**config.mk**
```make
export PLATFORM = sky130hd
export DESIGN_NAME = gcm_ctr_scheduler_flat
export DESIGN_NICKNAME = d
export VERILOG_FILES = /design/src/rtl/gcm_ctr_scheduler_if.sv /design/src/rtl/gcm_ctr_scheduler.sv /design/src/flat_wrapper.sv
export SDC_FILE = /design/constraint.sdc
export NUM_CORES = 1
export LEC_CHECK = 0
export CORE_AREA = 2 2 200 202
export CTS_BUF_LIST = sky130_fd_sc_hd__clkbuf_4
export DETAILED_ROUTE_END_ITERATION = 10
export DIE_AREA = 0 0 202 204
export HOLD_SLACK_MARGIN = 0.05
export PLACE_DENSITY = 0.78
export SLEW_MARGIN = 15
export SYNTH_ARGS = -nofsm -noshare
export SYNTH_HDL_FRONTEND = slang
export SYNTH_SLANG_ARGS = --single-unit
export TNS_END_PERCENT = 20
```
**constraint.sdc**
```tcl
create_clock -name clk -period 3.55 [get_ports clk]
set_input_delay 0.355 -clock clk [delete_from_list [all_inputs] [get_ports clk]]
set_output_delay 0.355 -clock clk [all_outputs]
set_load 0.02 [all_outputs]
```
**src/rtl/gcm_ctr_scheduler_if.sv**
```systemverilog
// gcm_ctr_scheduler_if
//   Bundles every non-clock/reset signal of the GCM counter scheduler.
//   master : host/test side (drives i_*, observes o_*)
//   slave  : scheduler side (observes i_*, drives o_*)
//   Message control : i_start, i_iv[95:0], i_len_blocks[15:0], o_busy, o_done
//   Plaintext in    : i_pt_valid, i_pt[127:0], o_pt_ready
//   Pipeline issue  : o_issue_valid, o_ctr_block[127:0], o_text[127:0], o_issue_j0
//   Output tokens   : o_valid_out, o_j0_out, o_last_out
//   Credit return   : i_out_pop, o_credit_err
interface gcm_ctr_scheduler_if;
  logic         i_start;
  logic [95:0]  i_iv;
  logic [15:0]  i_len_blocks;
  logic         i_pt_valid;
  logic [127:0] i_pt;
  logic         o_pt_ready;
  logic         o_issue_valid;
  logic [127:0] o_ctr_block;
  logic [127:0] o_text;
  logic         o_issue_j0;
  logic         o_valid_out;
  logic         o_j0_out;
  logic         o_last_out;
  logic         i_out_pop;
  logic         o_busy;
  logic         o_done;
  logic         o_credit_err;

  modport master (
    output i_start, i_iv, i_len_blocks, i_pt_valid, i_pt, i_out_pop,
    input  o_pt_ready, o_issue_valid, o_ctr_block, o_text, o_issue_j0,
           o_valid_out, o_j0_out, o_last_out, o_busy, o_done, o_credit_err
  );

  modport slave (
    input  i_start, i_iv, i_len_blocks, i_pt_valid, i_pt, i_out_pop,
    output o_pt_ready, o_issue_valid, o_ctr_block, o_text, o_issue_j0,
           o_valid_out, o_j0_out, o_last_out, o_busy, o_done, o_credit_err
  );
endinterface

```
**src/rtl/gcm_ctr_scheduler.sv**
```systemverilog
// gcm_ctr_scheduler
//   Sequences one GCM message into a fixed-latency AES-CTR datapath:
//   issues J0 = {IV, 1}, then one counter block {IV, ctr} per plaintext
//   block (plaintext forwarded to the bypass line in the same cycle), and
//   tracks a {valid, j0, last} token alongside the datapath so the result
//   flags line up with the AES output. Issue is throttled by a credit count
//   mirroring free space in the downstream result FIFO.
// Ports:
//   clk    : rising-edge clock
//   rst_n  : asynchronous active-low reset
//   bus    : gcm_ctr_scheduler_if.slave (see interface file)
// Parameters:
//   LATENCY  : cycles from o_issue_valid to the matching o_valid_out
//   CREDITS  : downstream FIFO depth
//   CTR_INIT : first data counter value (2 for GCM; other values only
//              for exercising the 32-bit counter wrap)
module gcm_ctr_scheduler #(
  parameter int          LATENCY  = 14,
  parameter int          CREDITS  = 16,
  parameter logic [31:0] CTR_INIT = 32'd2
) (
  input logic                clk,
  input logic                rst_n,
  gcm_ctr_scheduler_if.slave bus
);
  localparam int CW = $clog2(CREDITS + 1);
  localparam int FW = $clog2(LATENCY + 2);
  localparam logic [CW-1:0] CRED_MAX = CW'(CREDITS);

  typedef enum logic [1:0] {S_IDLE, S_J0, S_RUN, S_DRAIN} state_e;

  state_e        state_q, state_d;
  logic [95:0]   iv_q;
  logic [31:0]   ctr_q;
  logic [15:0]   rem_q;
  logic [CW-1:0] cred_q;
  logic [FW-1:0] inflight_q;
  logic          err_q;
  logic [127:0]  ctr_block_q, text_q;

  // Stage 0 is the issue register seen at the pipeline input; stage
  // LATENCY lines up with the datapath result.
  logic [LATENCY:0] vld_pipe_q, j0_pipe_q, last_pipe_q;

  logic pt_ready, issue, issue_j0, issue_dat, pop_ok, tok_exit, done;

  assign pt_ready  = (state_q == S_RUN) & (rem_q != '0) & (cred_q != '0);
  assign issue     = issue_j0 | issue_dat;
  // A pop with every credit already home has nothing to return.
  assign pop_ok    = bus.i_out_pop & (cred_q != CRED_MAX);
  assign tok_exit  = vld_pipe_q[LATENCY];

  always_comb begin
    state_d   = state_q;
    issue_j0  = 1'b0;
    issue_dat = 1'b0;
    done      = 1'b0;
    case (state_q)
      S_IDLE:  if (bus.i_start) state_d = S_J0;
      S_J0: begin
        if (cred_q != '0) begin
          issue_j0 = 1'b1;
          state_d  = S_RUN;
        end
      end
      S_RUN: begin
        issue_dat = bus.i_pt_valid & pt_ready;
        if ((rem_q == '0) || (issue_dat && rem_q == 16'd1)) state_d = S_DRAIN;
      end
      S_DRAIN: begin
        if (inflight_q == '0) begin
          done    = 1'b1;
          state_d = S_IDLE;
        end
      end
      default: state_d = S_IDLE;
    endcase
  end

  always_ff @(posedge clk or negedge rst_n) begin
    if (!rst_n) state_q <= S_IDLE;
    else        state_q <= state_d;
  end

  always_ff @(posedge clk or negedge rst_n) begin
    if (!rst_n) begin
      iv_q        <= '0;
      ctr_q       <= '0;
      rem_q       <= '0;
      cred_q      <= CRED_MAX;
      inflight_q  <= '0;
      err_q       <= 1'b0;
      ctr_block_q <= '0;
      text_q      <= '0;
      vld_pipe_q  <= '0;
      j0_pipe_q   <= '0;
      last_pipe_q <= '0;
    end else begin
      if (state_q == S_IDLE && bus.i_start) begin
        iv_q  <= bus.i_iv;
        ctr_q <= CTR_INIT;
        rem_q <= bus.i_len_blocks;
      end
      if (issue_dat) begin
        ctr_q <= ctr_q + 32'd1;   // wraps mod 2^32, IV untouched
        rem_q <= rem_q - 16'd1;
      end
      if (issue) begin
        ctr_block_q <= issue_j0 ? {iv_q, 32'd1} : {iv_q, ctr_q};
        text_q      <= issue_j0 ? '0 : bus.i_pt;
      end
      vld_pipe_q  <= {vld_pipe_q[LATENCY-1:0], issue};
      j0_pipe_q   <= {j0_pipe_q[LATENCY-1:0], issue_j0};
      last_pipe_q <= {last_pipe_q[LATENCY-1:0], issue_dat & (rem_q == 16'd1)};
      cred_q      <= cred_q - CW'(issue) + CW'(pop_ok);
      inflight_q  <= inflight_q + FW'(issue) - FW'(tok_exit);
      if (bus.i_out_pop && cred_q == CRED_MAX) err_q <= 1'b1;
    end
  end

  assign bus.o_pt_ready    = pt_ready;
  assign bus.o_issue_valid = vld_pipe_q[0];
  assign bus.o_issue_j0    = j0_pipe_q[0];
  assign bus.o_ctr_block   = ctr_block_q;
  assign bus.o_text        = text_q;
  assign bus.o_valid_out   = vld_pipe_q[LATENCY];
  assign bus.o_j0_out      = j0_pipe_q[LATENCY];
  assign bus.o_last_out    = last_pipe_q[LATENCY];
  assign bus.o_busy        = (state_q != S_IDLE);
  assign bus.o_done        = done;
  assign bus.o_credit_err  = err_q;
endmodule

```
**src/flat_wrapper.sv**
```systemverilog
// flat-port wrapper written by rule: the top's interface ports become plain ports
module gcm_ctr_scheduler_flat 
#(
  parameter int          LATENCY  = 14,
  parameter int          CREDITS  = 16,
  parameter logic [31:0] CTR_INIT = 32'd2
)
  (clk, rst_n, bus_i_start, bus_i_iv, bus_i_len_blocks, bus_i_pt_valid, bus_i_pt, bus_i_out_pop, bus_o_pt_ready, bus_o_issue_valid, bus_o_ctr_block, bus_o_text, bus_o_issue_j0, bus_o_valid_out, bus_o_j0_out, bus_o_last_out, bus_o_busy, bus_o_done, bus_o_credit_err);
  gcm_ctr_scheduler_if bus_i ();
  input logic clk;
  input logic rst_n;
  input wire logic [$bits(bus_i.i_start)-1:0] bus_i_start;
  input wire logic [$bits(bus_i.i_iv)-1:0] bus_i_iv;
  input wire logic [$bits(bus_i.i_len_blocks)-1:0] bus_i_len_blocks;
  input wire logic [$bits(bus_i.i_pt_valid)-1:0] bus_i_pt_valid;
  input wire logic [$bits(bus_i.i_pt)-1:0] bus_i_pt;
  input wire logic [$bits(bus_i.i_out_pop)-1:0] bus_i_out_pop;
  output wire logic [$bits(bus_i.o_pt_ready)-1:0] bus_o_pt_ready;
  output wire logic [$bits(bus_i.o_issue_valid)-1:0] bus_o_issue_valid;
  output wire logic [$bits(bus_i.o_ctr_block)-1:0] bus_o_ctr_block;
  output wire logic [$bits(bus_i.o_text)-1:0] bus_o_text;
  output wire logic [$bits(bus_i.o_issue_j0)-1:0] bus_o_issue_j0;
  output wire logic [$bits(bus_i.o_valid_out)-1:0] bus_o_valid_out;
  output wire logic [$bits(bus_i.o_j0_out)-1:0] bus_o_j0_out;
  output wire logic [$bits(bus_i.o_last_out)-1:0] bus_o_last_out;
  output wire logic [$bits(bus_i.o_busy)-1:0] bus_o_busy;
  output wire logic [$bits(bus_i.o_done)-1:0] bus_o_done;
  output wire logic [$bits(bus_i.o_credit_err)-1:0] bus_o_credit_err;
  assign bus_i.i_start = bus_i_start;
  assign bus_i.i_iv = bus_i_iv;
  assign bus_i.i_len_blocks = bus_i_len_blocks;
  assign bus_i.i_pt_valid = bus_i_pt_valid;
  assign bus_i.i_pt = bus_i_pt;
  assign bus_i.i_out_pop = bus_i_out_pop;
  assign bus_o_pt_ready = bus_i.o_pt_ready;
  assign bus_o_issue_valid = bus_i.o_issue_valid;
  assign bus_o_ctr_block = bus_i.o_ctr_block;
  assign bus_o_text = bus_i.o_text;
  assign bus_o_issue_j0 = bus_i.o_issue_j0;
  assign bus_o_valid_out = bus_i.o_valid_out;
  assign bus_o_j0_out = bus_i.o_j0_out;
  assign bus_o_last_out = bus_i.o_last_out;
  assign bus_o_busy = bus_i.o_busy;
  assign bus_o_done = bus_i.o_done;
  assign bus_o_credit_err = bus_i.o_credit_err;
  gcm_ctr_scheduler #(.LATENCY(LATENCY), .CREDITS(CREDITS), .CTR_INIT(CTR_INIT)) u_core (.clk(clk), .rst_n(rst_n), .bus(bus_i));
endmodule
```
==> metrics.csv, run 1 <==
metric,value,unit
p_int,0.00965,W
place.gp.congestion,0.838,
drt.antenna.violating_nets,0,
grt_max_degree,185,
path_clk_slew,0.07,ns
finalSetupViolations,0,
final_hold_viol_count,0,
detail_route.iter0.violations,1100,
skew,0.0302,ns
start_util,46.4,%
path_max_fanout,8,
wl_met3,4.13,mm
synth.area.top_cells,"dfrtp_1 63%, nand2_1 13%, mux2_2 5.0%",
grt_overflow_total,0,
yosys-top-cells-count,"635 x nand2_1, 456 x dfrtp_1, 180 x a21oi_1",
slowest_stage,clkdlybuf4s50_1,
grt_pass1_wl,86.8,mm
synth_top_area_share,62.8,%
dieArea,0.0412,sq mm
met2_wirelength,27.1,mm
max_freq,0.294,GHz
crit_chain,nor4_2 -> nand4_4 -> and3_1 -> clkdlybuf4s50_1,
holdWs,0.113,ns
core_area,0.0392,sq mm
cts.path.max_buffers,3,
cp_top_family,simple AND/OR/NAND/NOR gates,
fin_crit_sh,95.9,%
vias,15900,
ys.flop_type,dfrtp_1,
post_dp_cell_area,0.0236,sq mm
async_reset_ff_share,100,%
yosysWarnings,0,
status,"finished, final reports clean",
p_sw_share,29.4,%
grt_pass1_vias,16700,
syn_nets,2000,
postCtsSetupBuffers,0,
vias_per_cell,5.11,
critPathRequiredTime,3.19,ns
fin_nets,2750,
power_density,501,mW/mm^2
io_pins,510,
die_w,202,um
numPortBuffers,509,
wl,55.0,mm
stdcell_area,0.0273,sq mm
cts.sink_count,457,
synth_cell_types,64,
p_total,0.0137,W
root_buffer,clkbuf_4,
fp.dieH,204,um
power.switching,0.00401,W
synth_seq_cells,457,
area_growth,50.1,%
hp-class,primary input to flop,
cp_data_arrival_time,3.05,ns
htree_levels,4,
numCtsBuffers,130,
worstMarginPinSlew,1.06,ns
ir_drop,0.349,mV
cts_tree,done,
startpoint_type,flop,
netlist.top_cell.by_area,dfrtp_1,
fp-row-count,73,
endpoint_kind,output port,
syn_area,0.0182,sq mm
fin_setup_tns,0,ns
p_comb_share,20.9,%
clock_power_share,35.7,%
min_period,3.40,ns
drive_above_1_share,12.8,%
critPathKind,flop to output port,
synth-edff-count,0,
clk-insertion-delay-late,0.80,ns
pwr-share-seq,43.4,%
p_leak,12.9,nW
rsz0062_at_grt,false,
antenna_found_initial,10,
yosysMostFrequentCell,nand2_1,
crit_buf_inv,1,
dp_hpwl,32.6,mm
drc,0,
finalMaxSlewViolations,0,
ys_seq_area_share,63.0,%
drt_first_pass_iters,5,
avgSynthCellArea,10.5,sq um
dr.max_layer_used,met4,
wire_per_inst,17.6,um
synthCells,1735,
grt_usage,26.4,%
wl_met1,21.2,mm
slew_headroom,29.5,%
maxCapViolCount,0,
slowest_delay,0.60,ns
[cells by family after synthesis]
kind of cell	count (synthesis)	share of synthesized area (%)
flip-flops	457	63.0
adder cells (fa/ha/maj)	20	1.46
multiplexers	100	6.18
AO/OA/AOI/OAI	271	8.46
AND/OR/NAND/NOR	744	16.9
XOR/XNOR	7	0.338
buffers and inverters	136	3.71
[power by group through the flow]
stage	registers (W)	logic [W]	clock network (W)
finish	0.00593	0.00285	0.00488
CTS	0.00591	0.00283	0.00501
global route	0.00597	0.00308	0.00535
detailed placement	0.00601	0.00264	0
floorplan	0.00632	0.00103	0
global placement	0.00598	0.00255	0
[worst min-delay path, cell delays in order]
cell	delay (ns)
clkdlybuf4s50_1	0.39
nand2_1	0.07
a21oi_1	0.06
[sequential cells by signal, summed over array words and instances (netlist names)]
signal	count
u_core.j0_pipe_q	15
u_core.last_pipe_q	15
u_core.inflight_q	4
u_core.cred_q	5
u_core.iv_q	96
u_core.ctr_q	32
u_core.state_q	2
u_core.bus.o_credit_err	1
u_core.bus.o_ctr_block	128
u_core.vld_pipe_q	15
u_core.bus.o_text	128
u_core.rem_q	16
[metrics by stage]
step | setup slack, ns | cells | utilization (%)
floorplan | 0.380 | 1735 | -
global placement | 0.560 | 2689 | 60.4
detailed placement | 0.424 | 2689 | 60.4
CTS | 0.0123 | 3107 | 69.5
global route | 0.0194 | 3116 | 69.6
finish | 0.145 | 3117 | 69.6
[repair_timing]
action                                  4_1_cts  5_1_grt
hold buffers                                189        0
resized for setup                             2        2
endpoints found under the hold margin       276        0
endpoints found under the setup margin        1        1
[final timing paths]
check,start,endpoint,cells past startpoint,slack [ns]
worst max-delay path,u_core.rem_q[4],bus_o_pt_ready,4,0.15
worst min-delay path,bus_i_pt[106],u_core.bus.o_text[106],3,0.11
worst max register to register,u_core.rem_q[0],u_core.cred_q[4],17,0.42
worst min register to register,u_core.vld_pipe_q[11],u_core.vld_pipe_q[12],0,0.33
max in group asynchronous,rst_n,u_core.bus.o_text[120],3,2.33
min in group asynchronous,rst_n,u_core.bus.o_ctr_block[12],2,0.21
[area by class of cell]
type / instances / area [sq um]
tap: 525 / 657
multi-input combinational: 1142 / 6110
clock inverter: 43 / 269
sequential: 457 / 11400
fill: 2722 / 11900
inverter: 35 / 134
timing repair buffer: 719 / 7240
clock buffer: 186 / 1400
antenna: 10 / 25.0
[layout by cell type, fill, tap and decap left out, drive strengths merged, types with 3 or more instances in the layout]
cell type / n
clkinvlp: 4
nand4: 7
a311oi: 5
dlygate4sd3: 189
nand2: 636
xnor2: 4
buf: 22
nor4: 9
and3: 13
a21oi: 181
clkbuf: 186
clkdlybuf4s50: 508
o21a: 4
and4: 5
inv: 41
mux2: 97
clkinv: 30
xor2: 3
mux2i: 3
a211oi: 7
diode: 10
bufinv: 3
or3: 6
o211ai: 7
nand3: 19
or4: 4
a21o: 8
a221o: 4
ha: 18
o21ai: 37
nor2: 23
o31ai: 6
dfrtp: 456
nor3: 15
nor3b: 3
[routing by layer]
layer / up-vias / GRT usage [%]
li1: 7310 / -
met1: 7735 / 31.0
met2: 690 / 43.8
met3: 178 / 7.67
met4: 0 / 14.8
met5: - / 0
No activity file was read; power rests on OpenSTA's default activity.
==> inputs of run 2 (changes only) <==
==> constraint.sdc (replaced) <==
create_clock -name clk -period 3.55 [get_ports clk]
set_input_delay 0.355 -clock clk [delete_from_list [all_inputs] [get_ports clk]]
set_output_delay 0.355 -clock clk [all_outputs]
set_load 0.05 [all_outputs]
==> metrics.csv, run 2 (synthesized netlist as in run 1, its figures left out) <==
metric,value,unit
cts.path.max_buffers,3,
endpoint_kind,flop,
cp_data_arrival_time,3.88,ns
start_util,46.4,%
drt_first_pass_iters,7,
critPathKind,flop to flop,
core_area,0.0392,sq mm
detail_route.iter0.violations,1084,
fin_crit_sh,89.6,%
wl,55.4,mm
path_clk_slew,0.06,ns
post_dp_cell_area,0.0237,sq mm
area_growth,50.1,%
stdcell_area,0.0273,sq mm
die_w,202,um
p_leak,12.9,nW
numPortBuffers,509,
drive_above_1_share,12.4,%
finalSetupViolations,0,
fin_util,69.6,%
dieArea,0.0412,sq mm
power_density,516,mW/mm^2
slew_headroom,30.2,%
drc,0,
vias,16000,
dp_hpwl,33.3,mm
htree_levels,3,
numCtsBuffers,117,
io_pins,510,
max_freq,0.314,GHz
ir_drop,0.360,mV
final_common_cell,nand2_1,
vias_per_cell,5.14,
root_buffer,clkbuf_4,
place.gp.congestion,0.839,
final_hold_viol_count,0,
cts.sink_count,457,
wire_per_inst,17.8,um
status,"finished, final reports clean",
grt_overflow_total,0,
fin_setup_tns,0,ns
hp-class,primary input to flop,
fp-row-count,73,
antenna_found_initial,10,
fin_nets,2759,
rsz0062_at_grt,false,
startpoint_type,flop,
final_cell_mix,"634 x nand2_1, 507 x clkdlybuf4s50_1, 456 x dfrtp_1, 205 x dlygate4sd3_1",
grt_pass1_vias,17000,
fp.dieH,204,um
holdWs,0.148,ns
finalMaxSlewViolations,0,
path_max_fanout,6,
min_period,3.18,ns
drt.antenna.violating_nets,0,
critPathRequiredTime,4.25,ns
grt_pass1_wl,88.0,mm
worstMarginPinSlew,1.05,ns
grt_usage,26.7,%
cts_tree,done,
skew,0.0356,ns
p_total,0.0141,W
clk-insertion-delay-late,0.80,ns
grt_max_degree,185,
maxCapViolCount,0,
-- run 2: cell count changes in the layout (fill, tap and decap cells not counted), moves of 6 or more --
cell           before  now
inv_2               6    0
buf_4              14   22
clkinv_1           25   10
clkbuf_4          186  180
dlygate4sd3_1     189  205
-- run 2: path summary, 6_finish.rpt --
kind / startpoint / to / slack (ns) / cells past startpoint
worst max register to register: u_core.rem_q[0] / u_core.cred_q[4] / 0.37 / 17
worst max-delay path: u_core.rem_q[0] / u_core.cred_q[4] / 0.37 / 17
worst min register to register: u_core.last_pipe_q[12] / u_core.last_pipe_q[13] / 0.32 / 0
max in group asynchronous: rst_n / u_core.ctr_q[29] / 2.46 / 3
min in group asynchronous: rst_n / u_core.bus.o_text[87] / 0.16 / 2
worst min-delay path: bus_i_pt[39] / u_core.bus.o_text[39] / 0.15 / 3
-- run 2: stage by stage --
step	worst slack (ns)	std cells
6_report	0.370	3106
5_1_grt	0.0901	3103
4_1_cts	0.0170	3097
3_5_place_dp	0.451	2695
3_3_place_gp	0.560	2695
2_1_floorplan	0.380	1735
-- run 2: metal layers --
layer,up-vias,share of wire [%],global-route usage (%)
li1,7314,-,-
met1,7836,39,31.4
met2,657,50,44.8
met3,157,7.3,7.35
met4,0,4.2,13.9
met5,-,0,0
-- run 2: repair_timing --
action,4_1_cts,5_1_grt
hold buffers,205,0
hold endpoints to repair,477,0
gates resized for setup,0,1
buffers inserted,0,0
setup endpoints to repair,0,1
-- run 2: layout make-up --
cell class / count / area (sq um)
antenna: 9 / 22.5
inverter: 35 / 134
clock buffer: 180 / 1350
fill: 2731 / 11900
multi-input combinational: 1142 / 6080
clock inverter: 17 / 161
timing repair buffer: 741 / 7420
tap: 525 / 657
sequential: 457 / 11400
-- run 2: worst max-delay path: stages, from the launching register on --
cell,delay (ns)
dfrtp_1,0.43
inv_1,0.09
ha_1,0.22
nor3b_2,0.40
and4_1,0.33
nor2_4,0.08
nor2_8,0.10
inv_1,0.08
ha_1,0.27
inv_1,0.06
ha_1,0.17
inv_1,0.06
fa_1,0.40
inv_1,0.08
a21oi_1,0.06
nor2_1,0.08
nor2_1,0.06
xnor2_1,0.14
-- run 2: power breakdown --
group	internal, W	switching, W
Sequential	0.00564	0.000295
Clock	0.00249	0.00210
Combinational	0.00137	0.00217
